### config.mk
export PLATFORM = sky130hd
export DESIGN_NAME = srx_pipe
export DESIGN_NICKNAME = d
export VERILOG_FILES = /design/src/rtl/srx_pipe_pkg.sv /design/src/rtl/srx_stage.sv /design/src/rtl/srx_pipe.sv
export SDC_FILE = /design/constraint.sdc
export NUM_CORES = 1
export LEC_CHECK = 0
export BUFFER_PORTS_ARGS = -buffer_cell sky130_fd_sc_hd__buf_2
export CAP_MARGIN = 15
export CELL_PAD_IN_SITES_DETAIL_PLACEMENT = 0
export CELL_PAD_IN_SITES_GLOBAL_PLACEMENT = 2
export CORE_MARGIN = 5
export CORE_UTILIZATION = 44
export CTS_BUF_LIST = sky130_fd_sc_hd__clkbuf_2 sky130_fd_sc_hd__clkbuf_4 sky130_fd_sc_hd__clkbuf_8
export DETAILED_ROUTE_END_ITERATION = 16
export PLACE_DENSITY = 0.82
export SYNTH_ARGS = -nofsm -noshare
export SYNTH_HDL_FRONTEND = slang
export SYNTH_SLANG_ARGS = --single-unit
### constraint.sdc
create_clock -name clock -period 7 [get_ports clock]
set_clock_uncertainty 0.05 [all_clocks]
set_input_delay 1.4 -clock clock [delete_from_list [all_inputs] [get_ports clock]]
set_output_delay 1.4 -clock clock [all_outputs]
set_load 0.01 [all_outputs]
### src/rtl/srx_pipe_pkg.sv
// Shared definitions for the pipelined right shifter: operand widths and the
// per-stage record that travels down the pipe.
package srx_pipe_pkg;

  localparam int WIDTH   = 32;
  localparam int SHAMT_W = 5;
  localparam int TAG_W   = 5;
  localparam int STAGES  = 5;

  typedef struct packed {
    logic               valid;
    logic [WIDTH-1:0]   data;
    logic [SHAMT_W-1:0] shamt;
    logic               fill;
    logic [TAG_W-1:0]   tag;
  } srx_rec_t;

  // Right shift by a fixed amount, back-filling vacated MSBs with 'fill'.
  function automatic logic [WIDTH-1:0] fill_shift(input logic [WIDTH-1:0] data,
                                                  input logic             fill,
                                                  input int unsigned      amount);
    logic [WIDTH-1:0] fill_mask;
    fill_mask = ~({WIDTH{1'b1}} >> amount);
    return (data >> amount) | (fill_mask & {WIDTH{fill}});
  endfunction

endpackage

### src/rtl/srx_stage.sv
// One stage of the right-shift pipe: resolves a single shift-amount bit and
// registers the whole record, holding on stall and dropping valid on flush.
module srx_stage
  import srx_pipe_pkg::*;
#(
  parameter int SHIFT         = 16,
  parameter bit CLEAR_PAYLOAD = 1'b0
) (
  input  logic     clock,
  input  logic     reset_n,
  input  logic     flush,
  input  logic     advance,
  input  srx_rec_t prev,
  output srx_rec_t cur
);

  localparam int SEL = $clog2(SHIFT);

  srx_rec_t nxt;

  always_comb begin
    nxt      = prev;
    nxt.data = prev.shamt[SEL] ? fill_shift(prev.data, prev.fill, SHIFT) : prev.data;
  end

  // Only the last stage clears its payload, so the visible outputs read 0 after reset.
  always_ff @(posedge clock) begin
    if (!reset_n) begin
      cur.valid <= 1'b0;
      if (CLEAR_PAYLOAD) begin
        cur.data  <= '0;
        cur.shamt <= '0;
        cur.fill  <= 1'b0;
        cur.tag   <= '0;
      end
    end else if (flush) begin
      cur.valid <= 1'b0;
    end else if (advance) begin
      cur <= nxt;
    end
  end

endmodule

### src/rtl/srx_pipe.sv
// Five-stage pipelined right shifter (sra/srl) with valid/ready flow control,
// a global stall and a synchronous flush.
module srx_pipe #(
  parameter int WIDTH = srx_pipe_pkg::WIDTH,
  parameter int TAG_W = srx_pipe_pkg::TAG_W
) (
  input  logic             clock,
  input  logic             reset_n,
  input  logic             flush,
  input  logic             in_valid,
  output logic             in_ready,
  input  logic [WIDTH-1:0] in_data,
  input  logic [4:0]       in_shamt,
  input  logic             in_arith,
  input  logic [TAG_W-1:0] in_tag,
  output logic             out_valid,
  input  logic             out_ready,
  output logic [WIDTH-1:0] out_data,
  output logic [TAG_W-1:0] out_tag
);

  import srx_pipe_pkg::*;

  logic     advance;
  srx_rec_t entry;
  srx_rec_t stage_q [STAGES];

  assign advance  = !(out_valid && !out_ready);
  assign in_ready = advance && !flush;

  // The sign fill is decided once at entry so later stages never look at the MSB again.
  always_comb begin
    entry.valid = in_valid && in_ready;
    entry.data  = in_data;
    entry.shamt = in_shamt;
    entry.fill  = in_arith && in_data[WIDTH-1];
    entry.tag   = in_tag;
  end

  for (genvar k = 0; k < STAGES; k++) begin : g_stage
    if (k == 0) begin : g_first
      srx_stage #(
        .SHIFT        (1 << (STAGES - 1 - k)),
        .CLEAR_PAYLOAD(1'b0)
      ) u_stage (
        .clock  (clock),
        .reset_n(reset_n),
        .flush  (flush),
        .advance(advance),
        .prev   (entry),
        .cur    (stage_q[k])
      );
    end else begin : g_rest
      srx_stage #(
        .SHIFT        (1 << (STAGES - 1 - k)),
        .CLEAR_PAYLOAD(k == STAGES - 1)
      ) u_stage (
        .clock  (clock),
        .reset_n(reset_n),
        .flush  (flush),
        .advance(advance),
        .prev   (stage_q[k-1]),
        .cur    (stage_q[k])
      );
    end
  end

  assign out_valid = stage_q[STAGES-1].valid;
  assign out_data  = stage_q[STAGES-1].data;
  assign out_tag   = stage_q[STAGES-1].tag;

  logic unused_tail;
  assign unused_tail = ^{stage_q[STAGES-1].shamt, stage_q[STAGES-1].fill};

endmodule

-- After elaboration in Yosys (flattened, before gate mapping)
Index checks and enable logic that the tools add are counted.
- flip-flop bits (word level): 204
- input bits: 48
- output and inout bits: 39
- word-level logic and storage cells: 46
- muxes and demuxes: 5
- bitwise gates (word level): 8
- reduce and logical (&&, ||, !) cells: 10
- operators with widths (cell ; number):
    $mux 32 ; 5
    $or 16x32->32 ; 1
    $or 24x32->32 ; 1
    $or 28x32->32 ; 1
    $or 30x32->32 ; 1
    $or 31x32->32 ; 1
    $logic_and 1x1->1 ; 4
    $logic_not 1->1 ; 3
    $not 1->1 ; 3
    $reduce_and 3->1 ; 1
    $reduce_and 2->1 ; 1
    $reduce_or 2->1 ; 1

-- Depth between registers and ports, before layout
- depth in word-level cells: 5
- depth in mapped cells: 5
- depth with buffers taken out: 3

-- Modules after synthesis
From an unflattened synthesis, not the netlist that was laid out.
- cell total of the unflattened synthesis: 566
- area, all modules: 9216.3 um^2
- modules (own cells, without submodules) (module ; times used ; cells an instance ; area each (um^2) ; seq. area each (um^2)):
    srx_stage (g_stage[4].g_rest.u_stage) ; 1 ; 194 ; 1881.8 ; 880.8
    srx_stage (g_stage[3].g_rest.u_stage) ; 1 ; 86 ; 1860.5 ; 1311.3
    srx_stage (g_stage[2].g_rest.u_stage) ; 1 ; 88 ; 1848.0 ; 1311.3
    srx_stage (g_stage[1].g_rest.u_stage) ; 1 ; 92 ; 1823.0 ; 1311.3
    srx_stage (g_stage[0].g_first.u_stage) ; 1 ; 101 ; 1762.9 ; 1311.3
    srx_pipe ; 1 ; 5 ; 40.0 ; 0.0

-- Least setup slack after synthesis
No wires, ideal clock.
- kind: input-to-reg
- from: input port out_ready
- to: register g_stage[0].g_first.u_stage.cur[0] in the netlist's numbering, enable pin
- library setup time: 0.515 ns
- arrival time: 5.093 ns
- data required time: 6.435 ns
- path slack: 1.342 ns
- stages: 5
- buffers on the path: 2
- path through: nand2b_4 -> clkbuf_8 -> nand3_4 -> clkbuf_8 -> inv_1
- longest elaborated chain between the ends: 4
- ends and longest elaborated chain (element ; line ; RTL):
    start, declared ; srx_pipe.sv:17 ; input logic out_ready,
    $logic_not 1->1 ; srx_pipe.sv:28 ; assign advance = !(out_valid && !out_ready);
    $logic_and 1x1->1 ; srx_pipe.sv:28 ;
    $not 1->1 (no line) ; - ;
    $reduce_and 3->1 (no line) ; - ;
    end signal, assigned ; srx_stage.sv:39 ; cur <= nxt;
    end, declared ; srx_stage.sv:14 ; output srx_rec_t cur
No other way between the ends.
A chain may end at the register's enable or synchronous reset.

-- Final worst setup path
- from: input port out_ready
- to: output port in_ready
- longest elaborated chain between the ends: 4
- ends and longest elaborated chain (element ; line ; RTL):
    $logic_not 1->1 ; srx_pipe.sv:28 ;
    $logic_and 1x1->1 ; srx_pipe.sv:28 ;
    $logic_not 1->1 ; srx_pipe.sv:28 ;
    $logic_and 1x1->1 ; srx_pipe.sv:29 ; assign in_ready = advance && !flush;
    end, declared ; srx_pipe.sv:11 ; output logic in_ready,
No other way between the ends.

==> run summary <==
Setup-failing EPs final: 0
Layout area overhead: 15.27%
share of the synthesized area in the top cell type: 0.5991
drt wl/cell: 14.60 µm
Reg2Reg Launch Point: g_stage[4].g_rest.u_stage.cur[43]
die height: 145.9 µm
CP Data Required Time: 5.55 ns
Layout Nets: 643
Slew Limit Fails: 0
compound-cell area share of the yosys netlist: 0.06626
worst reg-to-reg setup slack: 4.22 ns
io pins: 87
grt ovf: 0
period utilization: 0.5056
Detailed Route WL: 12410 µm
CP startpoint: out_ready
Worst-path clk slew: 0.06 ns
Cell variety after synth: 24
DRT iter0 DRCs: 237
IO Port Bufs: 86
clock root buffer: clkbuf_8
Final min period: 3.539 ns
first-pass GRT wire length: 21070 µm
Synth Area in Adders: 0
initial antenna violation count: 0
commonest non-fill, non-tap cell in the layout: edfxtp_1
multiplexer share of the synthesized area: 0.1753
GR Util met1: 0.1641
post-CTS setup buffer count: 0
top area cells in the synthesized netlist: edfxtp_1, mux2_2, dfxtp_1
count of hold-fix buffers inserted at cts: 0
status: complete, no violations
Cells after Synth: 498
Critical Path End: in_ready
WP data arrival: 2.09 ns
largest net degree at the start of global routing: 127
fillers: 1564
Seq/Total Area, Yosys: 0.7026
vias in the first global route: 4215
Avg Inst Size Synth: 16.31 µm²
Max Fclk: 282.6 MHz
path depth of the worst reg2reg path: 4
Yosys reg bits: 204
CTS H-tree lvls: 2
M3 GR Usage: 0.04080
DP Worst Slack: 2.992 ns
Worst Path Max Fanout: 11
Setup crit start kind: input port
CTS buffer count: 34
Setup TNS: 0 ns
fin util: 0.5175
Slew headroom: 0.2459
antenna-violating nets left: 0
RSZ-0062 raised after global routing: no
Syn Nets: 546
mapped cell area: 8120 µm²
clk_lat worst skew: 0.50 ns
commonest cells after routing, fill and taps aside: edfxtp_1, mux2_2, buf_2
GP Congestion: 0.7434
final hold slack: 0.3591 ns
die area: 21270 µm²
Synthesis Warnings: 0
final worst slack: 3.461 ns
Initial DRT Pass Iterations: 4
clock buffer depth: 3
Die Width: 145.9 µm
Max Cap Viol: 0
CP Class: input port to primary output
Tot Pwr: 2.522 mW
Synth Area in XOR/XNOR: 0
r2r endpoint: g_stage[1].g_rest.u_stage.cur[34]
Core Area: 18090 µm²
DRC Markers: 0
area share of and/or/nand/nor cells after synthesis: 0.01602
TritonCTS clock tree: built
met2 usage: 0.1770
routed vias/inst: 4.724
Rows: 49
Hold WC Path Type: flip-flop to flip-flop
Total GRT Usage: 0.1196
share of post-route cells with drive strength above 1: 0.4042
Leakage Power: 3.514 nW
Cell Pwr Density: 269.4 nW/µm²
VDD IR max: 95.21 µV
Starting Density: 0.4490
cell taking the most area after synthesis: edfxtp_1
vias post-DR: 4015
Worst Tran Pin Value: 1.131 ns
Sink Count: 204
largest family of logic cells by synthesized area: multiplexers
Detailed Place HPWL: 7977 µm
Resized cells post-CTS: 0
busiest grt layer: met2
Final Hold Fails: 0
Setup crit end kind: primary output
Antenna diodes: 0
state kept, by name, summed over array words and instances (netlist names):
name and cells:
g_stage.g_first.u_stage.cur 43, g_stage.g_rest.u_stage.cur 161
power by group:
group / total, mW / switching, mW / internal (mW)
clock network: 0.971 / 0.446 / 0.525
registers: 1.40 / 0.0273 / 1.38
logic: 0.146 / 0.0756 / 0.0702
total: 2.52 / 0.549 / 1.97
area by class of cell:
cell class,count,area [µm²],area share
sequential,204,5705,0.6095
multi-input combinational,232,2092,0.2235
clock buffer,45,556.8,0.05948
timing repair buffer,90,500.5,0.05347
tap,229,286.5,0.03061
inverter,33,128.9,0.01377
clock inverter,17,90.09,0.009624
cell usage after synthesis:
master	count
o2bb2ai_1	29
edfxtp_1	162
a21oi_1	9
a21boi_0	1
mux2_2	98
o2bb2ai_2	3
nor2_1	3
o21ai_0	34
clkbuf_1	2
and2b_1	1
buf_4	1
buf_6	3
and2_1	1
mux2i_1	32
inv_1	32
nand2b_4	1
buf_2	19
dfxtp_1	42
a21oi_4	1
nand3_1	5
nand2_1	13
inv_2	1
clkbuf_8	4
nand3_4	1
cell families after synthesis:
group	Yosys count
flip-flops	204
AO/OA/AOI/OAI	77
AND/OR/NAND/NOR	25
buffers and inverters	62
multiplexers	130
worst max-delay path, cell delays in order:
cell and delay (ns):
buf_2 0.10, and2b_1 0.37, nor2_1 0.07, buf_2 0.14
worst min path at each step:
stage                                            startpoint                          endpoint  depth (start not counted)
after floorplan           g_stage[0].g_first.u_stage.cur[0]  g_stage[1].g_rest.u_stage.cur[0]                          0
after global placement    g_stage[0].g_first.u_stage.cur[7]  g_stage[1].g_rest.u_stage.cur[7]                          0
after detailed placement  g_stage[0].g_first.u_stage.cur[1]  g_stage[1].g_rest.u_stage.cur[1]                          0
after CTS                 g_stage[0].g_first.u_stage.cur[2]  g_stage[1].g_rest.u_stage.cur[2]                          0
after global routing      g_stage[0].g_first.u_stage.cur[4]  g_stage[1].g_rest.u_stage.cur[4]                          0
final                     g_stage[0].g_first.u_stage.cur[4]  g_stage[1].g_rest.u_stage.cur[4]                          0
metrics by stage:
step / std cells / area, µm²
floorplan: 498 / 8120
global placement: 786 / 8658
detailed placement: 786 / 8658
CTS: 848 / 9305
global route: 850 / 9360
finish: 850 / 9360
metal layers:
layer,vias up,routed length (µm)
met5,-,0
met4,0,242
met3,21,761
met2,110,5369
met1,1809,6032
li1,2075,-
Power figures use the tool's default switching activity.
